**src/rtl/lcd1602_reader.sv**
```systemverilog
// lcd1602_reader
// Read-side companion to the LCD1602 write driver. Runs HD44780 read cycles
// (RW=1): busy-flag/address reads (RS=0), DDRAM/CGRAM data reads (RS=1), and a
// polled wait-until-not-busy loop. The top level hands RS/RW/E to this block
// whenever bus_own is high.
//
// Ports:
//   CLK                         system clock (50 MHz)
//   clear                       synchronous active-high reset
//   req_status/req_data/req_poll  transaction requests, sampled only when idle
//                               (priority poll > status > data)
//   busy                        transaction in progress, requests dropped
//   valid                       one-cycle result strobe
//   rd_data                     byte captured by the last read
//   bf/ac                       busy flag / address counter of last status read
//   timeout                     poll ended with BF still set
//   bus_own                     this block drives RS/RW/E
//   LCD_RS/LCD_RW/LCD_E         LCD control lines
//   LCD_DATA                    LCD data bus, never driven here (sampled only)
//
// Build option: define LCD_READ_SYNC_EN to pass LCD_DATA through a 2-flop
// synchronizer; E_HI then lasts 2 extra cycles so the captured byte reflects
// the bus at T_PW.

module lcd1602_reader #(
  parameter int T_AS     = 2,
  parameter int T_PW     = 12,
  parameter int T_H      = 2,
  parameter int T_GAP    = 25,
  parameter int POLL_MAX = 255
) (
  input  logic       CLK,
  input  logic       clear,
  input  logic       req_status,
  input  logic       req_data,
  input  logic       req_poll,
  output logic       busy,
  output logic       valid,
  output logic [7:0] rd_data,
  output logic       bf,
  output logic [6:0] ac,
  output logic       timeout,
  output logic       bus_own,
  output logic       LCD_RS,
  output logic       LCD_RW,
  output logic       LCD_E,
  inout  wire  [7:0] LCD_DATA
);

  typedef enum logic [2:0] {IDLE, SETUP, E_HI, HOLD, GAP, DONE} state_t;

`ifdef LCD_READ_SYNC_EN
  localparam int EXT = 2;
  logic [7:0] sync1, sync2;
  always_ff @(posedge CLK) begin
    if (clear) begin
      sync1 <= '0;
      sync2 <= '0;
    end else begin
      sync1 <= LCD_DATA;
      sync2 <= sync1;
    end
  end
  wire [7:0] smp = sync2;
`else
  localparam int EXT = 0;
  wire [7:0] smp = LCD_DATA;
`endif

  // terminal counts (phase counter restarts at 0 on every state change)
  localparam logic [15:0] AS_L  = 16'(T_AS - 1);
  localparam logic [15:0] PW_L  = 16'(T_PW + EXT - 1);
  localparam logic [15:0] H_L   = 16'(T_H - 1);
  localparam logic [15:0] GAP_L = 16'(T_GAP - 1);
  localparam logic [7:0]  PMAX  = 8'(POLL_MAX);

  state_t      state, state_n;
  logic [15:0] cnt;
  logic [7:0]  rd_cnt;
  logic        rs_q, poll_mode;

  assign LCD_DATA = 8'bz;

  always_comb begin
    state_n = state;
    case (state)
      IDLE:  if (req_poll || req_status || req_data) state_n = SETUP;
      SETUP: if (cnt == AS_L) state_n = E_HI;
      E_HI:  if (cnt == PW_L) state_n = HOLD;
      // bf already holds this read's flag: it was captured on the last E_HI cycle
      HOLD:  if (cnt == H_L)
               state_n = (poll_mode && bf && (rd_cnt < PMAX)) ? GAP : DONE;
      GAP:   if (cnt == GAP_L) state_n = SETUP;
      DONE:  state_n = IDLE;
      default: state_n = IDLE;
    endcase
  end

  // control lines decode straight from state so clear drops them on the next edge
  always_comb begin
    bus_own = 1'b0;
    LCD_E   = 1'b0;
    valid   = 1'b0;
    case (state)
      SETUP, HOLD, GAP: bus_own = 1'b1;
      E_HI: begin
        bus_own = 1'b1;
        LCD_E   = 1'b1;
      end
      DONE:    valid = 1'b1;
      default: ;
    endcase
    busy   = bus_own;
    LCD_RW = bus_own;
    LCD_RS = bus_own & rs_q;
  end

  always_ff @(posedge CLK) begin
    if (clear) begin
      state     <= IDLE;
      cnt       <= '0;
      rs_q      <= 1'b0;
      poll_mode <= 1'b0;
      rd_cnt    <= '0;
      rd_data   <= '0;
      bf        <= 1'b0;
      ac        <= '0;
      timeout   <= 1'b0;
    end else begin
      state <= state_n;
      cnt   <= (state_n != state || state == IDLE) ? 16'd0 : cnt + 16'd1;
      if (state == IDLE && state_n == SETUP) begin
        poll_mode <= req_poll;
        rs_q      <= ~req_poll & ~req_status;
        rd_cnt    <= '0;
      end
      if (state == E_HI && state_n == HOLD) begin
        rd_data <= smp;
        rd_cnt  <= rd_cnt + 8'd1;
        if (!rs_q) begin
          bf <= smp[7];
          ac <= smp[6:0];
        end
      end
      if (state == HOLD && state_n == DONE)
        timeout <= poll_mode & bf;
    end
  end

endmodule

```
**config.mk**
```make
export PLATFORM = sky130hd
export DESIGN_NAME = lcd1602_reader
export DESIGN_NICKNAME = d
export VERILOG_FILES = /design/src/rtl/lcd1602_reader.sv
export SDC_FILE = /design/constraint.sdc
export NUM_CORES = 1
export LEC_CHECK = 0
export BUFFER_PORTS_ARGS = -buffer_cell sky130_fd_sc_hd__buf_2
export CORE_MARGIN = 3
export CORE_UTILIZATION = 59
export DETAILED_ROUTE_END_ITERATION = 8
export HOLD_SLACK_MARGIN = 0.06
export PLACE_DENSITY = 0.9
export SYNTH_ARGS = -nofsm -noshare
export SYNTH_HDL_FRONTEND = slang
export SYNTH_SLANG_ARGS = --single-unit
```
**constraint.sdc**
```tcl
create_clock -name CLK -period 2.6 [get_ports CLK]
set_input_delay 0.39 -clock CLK [delete_from_list [all_inputs] [get_ports CLK]]
set_output_delay 0.39 -clock CLK [all_outputs]
set_load 0.02 [all_outputs]
```
-- Yosys cells after proc, flatten, opt, wreduce, memory -nomap -nowiden
Cells that the tools add are included.
- flip-flop bits (word level): 33
- memory bits (read-only): 0
- bits in latches: 0
- memories kept: 0
- input port bits: 5
- bits in writable memories: 0
- eq/ne operators: 12
- multiplexer cells: 12
- add/sub/neg operators: 2
- order comparisons: 1
- multiply operators: 0
- bitwise operators: 6
- shifts and indexed selects: 0
- divide/modulo/power cells: 0
- reduce and logical (&&, ||, !) cells: 13
- operators by type and width (kind ; number):
    adder 16 x 1 -> 16 bit, second input constant ; 1
    == test 16 x 1 -> 1 bit, second input constant ; 1
    == test 16 x 4 -> 1 bit, second input constant ; 1
    == test 16 x 5 -> 1 bit, second input constant ; 1
    two-way mux 8 bit ; 2
    two-way mux 3 bit ; 5
    case mux 3 bit (5 select lines) ; 1
    == test 3 x 2 -> 1 bit, second input constant ; 3
    == test 3 bit, second input constant ; 3
    adder 8 x 1 -> 8 bit, second input constant ; 1
    less-than comparator 8 bit, second input constant ; 1
    == test 3 x 1 -> 1 bit, second input constant ; 2
    logical AND 1 bit ; 5
    two-way mux 1 bit ; 4
    OR reduction 4 bit ; 1
    bitwise AND 1 bit ; 3
    zero test 3 bit ; 1
    logical OR 1 bit ; 3
    inequality test 3 bit ; 1
    inverter 1 bit ; 3
    AND reduction 2 bit ; 1
    nonzero test 2 bit ; 1
    OR reduction 2 bit ; 1

-- Logic depth before layout (Yosys ltp)
- depth after elaboration: 9
- mapped depth: 7

-- Worst setup path after synthesis
OpenSTA, ideal clock, no wires.
- kind: reg-to-reg
- start: reg state[1]
- end: reg rd_cnt[5]
- setup time: 74 ps
- path slack: 831 ps
- path buffers: 1
- arrival time: 1695 ps
- required time: 2526 ps
- cell stages (with the launch flop): 6
- cells stage by stage: dfxtp_1 > buf_4 > nor3b_2 > nand3_1 > or4_1 > a31oi_1
- longest elaborated chain between the ends: 5
- elaborated cells between the ends (all ways): 17
- classes of those cells: eq/ne (6); mux (7); reduce/logical (4)
- RTL lines (what ; RTL line ; source):
    start: declaration ; 77 ; state_t state, state_n;
    start signal: assignment ; 130 ; state <= state_n;
    == test 3 bit (tied with other cells) ; 86 ; case (state)
    case mux 3 bit (5 select lines) ; 86 ;
    == test 3 x 2 -> 1 bit / == test 3 x 1 -> 1 bit (equally long branches) ; 137, 132 ;
    logical AND 1 bit, on equally long branches ; 137, 132 ;
    two-way mux 8 bit / nonzero test 2 bit (equally long branches) ; n/a ;
    end signal: assignment ; 139 ; rd_cnt <= rd_cnt + 8'd1;
    end: declaration ; 79 ; logic [7:0] rd_cnt;
Parallel ways exist; a longest one is shown, timed or not.
A chain may end at the register's enable or synchronous reset.

-- Worst setup path after layout
- start: reg state[1]
- end: reg rd_cnt[6]
The elaborated chain is that of the path after synthesis.

==> key figures <==
Placement
  • Placed cell count: ~260
  • Post-DP HPWL: 2705 um
  • DP Area: around 1900 um2
  • Port Buffers: 27
  • Routability Congestion: roughly 0.85

Floorplanning
  • Core area: 2900 um2
  • Die area: 3936 um2
  • DIE WIDTH: around 63 um
  • Initial core utilization: 65.49%
  • # IOs: 36
  • Core Rows: 19
  • Die span in y: 62.74 um

Pwr
  • Flop pwr share: 52.3%
  • P_sw: 0.2351 mW
  • Clock share of power: between 30% and 40%
  • Pint: 0.7252 mW
  • Leak pwr: approximately 0.74 nW
  • VDD IR max: between 0.0004 and 0.0005 V
  • Switching share of power: 24.48%
  • Total chip power: 0.9603 mW
  • Power per cell area: between 400 and 500 nW/um2
  • Combinational share of power: under 10%

Worst hold path
  • Hold WC Path Type: in -> reg
  • Worst hold start: req_poll
  • Worst hold stages: 3
  • Hold EP: poll_mode

Synth
  • Synth top area cells: dfxtp_1 (34%), buf_4 (11%), nand4_1 (4.0%)
  • Fraction of the mapped netlist area in simple logic gates: 29.97%
  • Fraction of registers with async set/reset: 0%
  • Xor/xnor cell area share of the yosys netlist: 6.456%
  • Ys flop type: dfxtp_1
  • EDFF count, synth: 0
  • Main combinational cell family by area after synthesis: simple AND/OR/NAND/NOR gates
  • Yosys top cell area share: 33.73%
  • Synthesis Warnings: 0
  • Mean Syn Cell Area: 8.959 um2
  • Synth Area in Compound Gates: 11.92%
  • Post-Synth Adder-Cell Area: 2.635%
  • Synth area leader: dfxtp_1
  • Library cells used by synthesis: 49
  • Mapped Cells: 212
  • Yosys reg bits: 32
  • Mapped Area: 1899 um2
  • Sequential area share after synthesis: 33.73%
  • Mux cell area share after synthesis: 1.120%

STA
  • Skew final: 11.49 ps
  • Max-Slew Margin vs Limit: 57.95%
  • Min Tclk post-route: 1969 ps
  • Least-Margin Pin Slew: between 600 and 700 ps
  • Final Cycle Share: 75.73%
  • Total Negative Setup Slacks: 0 ps
  • RSZ-0062 raised after global routing: false
  • Setup violators final: 0
  • Final Hold Vio Count: 0
  • Fin. max-slew vios: 0
  • Maximum clock rate: between 0.5 and 0.6 GHz

Route
  • Wirelength, routed: 3685 um
  • Iter 0 DRT Violations: 93
  • Post-route DRC: 0
  • DRT Pass-1 Iters: 4
  • Antenna-violating nets left: 0
  • DR vias/cell: 5.751
  • Wire per inst: 13.91 um
  • Via count: 1524

Clocking
  • CTS clock-pin slew for the worst setup and hold paths: 100 ps
  • Max Root-Sink Buffers: 2
  • Clk Latency, worst-skew pair: 340 ps
  • Post-CTS Hold Fix Bufs: 0
  • Setup bufs post-CTS: 0
  • Clock sink total: 32
  • CTS H-Tree Depth: 2
  • Total CTS buffers: 5
  • Post_cts resized: 0
  • CTS tree: yes
  • Clock root buffer: clkbuf_4

Global route
  • Vias in the first global route: 1394
  • GRT overflow: 0
  • Antenna violations before repair: 0
  • Global-route usage over all layers: about a fifth
  • Largest net degree at the start of global routing: 17
  • First-pass GRT wire length: 6272 um

Layout
  • Post-Layout Cell Count: about 270
  • Finished Cell Area: 1958 um2
  • Layout cells sized above 1: between 20% and 30%
  • Ant diodes: 0
  • Most frequent cells in the layout: dfxtp_1 (32), buf_2 (27), nor2_1 (17)
  • Commonest non-fill, non-tap cell in the layout: dfxtp_1
  • Nets: 231
  • Area growth syn-to-layout: 3.096%

Critical path
  • Worst Reg-to-Reg Cells: 4
  • FF-to-FF setup slack: 630 ps
  • CP Max Fanout: 16
  • Reg-to-reg endpoint: rd_cnt[6]
  • CP Class: reg -> reg
  • Reg2Reg Launch Point: state[1]
  • Slowest cell delay on critical path: just over 600 ps
  • Cell breakdown of the critical path: nor3b_2 > nand3_1 > or4_1 > a21oi_1
  • Critical Path AT: 2230 ps
  • Slowest-stage cell, CP: or4_1
  • Startpoint Class: register
  • Worst Setup End Kind: register
  • WP data required: 2860 ps

Outcome
  • Status: finished, final reports clean

Run
  • Max-cap viol count: 0
-- worst max-delay path by stage --
stage	slack (ps)	to	startpoint
after floorplan	830	rd_cnt[5]	state[1]
after global placement	740	rd_cnt[7]	state[1]
after detailed placement	660	rd_cnt[7]	state[1]
after CTS	640	rd_cnt[7]	state[1]
after global routing	420	rd_cnt[6]	state[1]
final	630	rd_cnt[6]	state[1]
-- through the flow --
step                      util (%)  worst slack (ps)  hold slack, ps
final                        67.52             631.1           357.3
after global placement       64.88             735.2           471.9
after detailed placement     64.88             659.6           478.8
after global routing         67.52             422.3           364.7
after CTS                    67.52             639.2           357.2
after floorplan                  -             831.3           444.8
-- cell type report --
| type | instances | area (um2) |
|---|---|---|
| clock buffer | 6 | 41.29 |
| clock inverter | 2 | 35.03 |
| fill | 251 | 942.2 |
| inverter | 5 | 18.77 |
| multi-input combinational | 149 | 1020 |
| sequential | 32 | 640.6 |
| tap | 42 | 52.55 |
| timing repair buffer | 29 | 150.1 |
-- synth_stat cells, types with 2 or more instances --
master    number
xor2_1         6
a31oi_1        3
and3_2         2
nand2_1        7
o21ai_0        2
dfxtp_1       32
nand3_1       11
buf_4         28
nor4_1         4
nor3b_1        3
or3_1          4
and2_1         3
nand4_1       12
nor2b_1        2
and4_1         2
o31ai_1        2
inv_1          5
and3_1         2
buf_2          2
a311oi_1       2
or4_1          4
o211ai_1       6
a21oi_1       10
nor2_1        17
nor3_1         5
ha_1           4
nor4_4         3
xnor2_1        8
-- state kept, by name, indices dropped and copies added, names as in the netlist --
register and flops:
cnt 16, rd_cnt 8, state 3, ac 1, poll_mode 1, rd_data 1
rs_q 1, timeout 1
-- power by group through the flow --
stage	clock (mW)	combinational [mW]	sequential, mW
after global routing	0.400	0.0987	0.504
after floorplan	0	0.0790	0.511
final	0.369	0.0884	0.503
after CTS	0.376	0.0887	0.503
after detailed placement	0	0.0883	0.514
after global placement	0	0.0872	0.513
-- logic make-up after synthesis --
group,count (synthesis)
multiplexers,2
buffers and inverters,38
adder cells (fa/ha/maj),4
other,1
flip-flops,32
AO/OA/AOI/OAI,32
XOR/XNOR,14
AND/OR/NAND/NOR,89
-- worst max-delay path, delay by kind of cell, from the launching register on --
| kind | cells | cell delay, ps |
|---|---|---|
| flip-flops | 1 | 470 |
| AO/OA/AOI/OAI | 1 | 160 |
| AND/OR/NAND/NOR | 3 | 1270 |
-- layer usage --
layer	GRT usage [%]	wire (um)	vias to the layer above	part of all wire [%]
met5	0	0	-	0
met4	6.612	43	0	1.2
li1	-	-	767	-
met2	33.29	1890	47	51
met1	23.84	1534	703	42
met3	5.036	217	7	5.9
No activity file was read; power rests on OpenSTA's default activity.
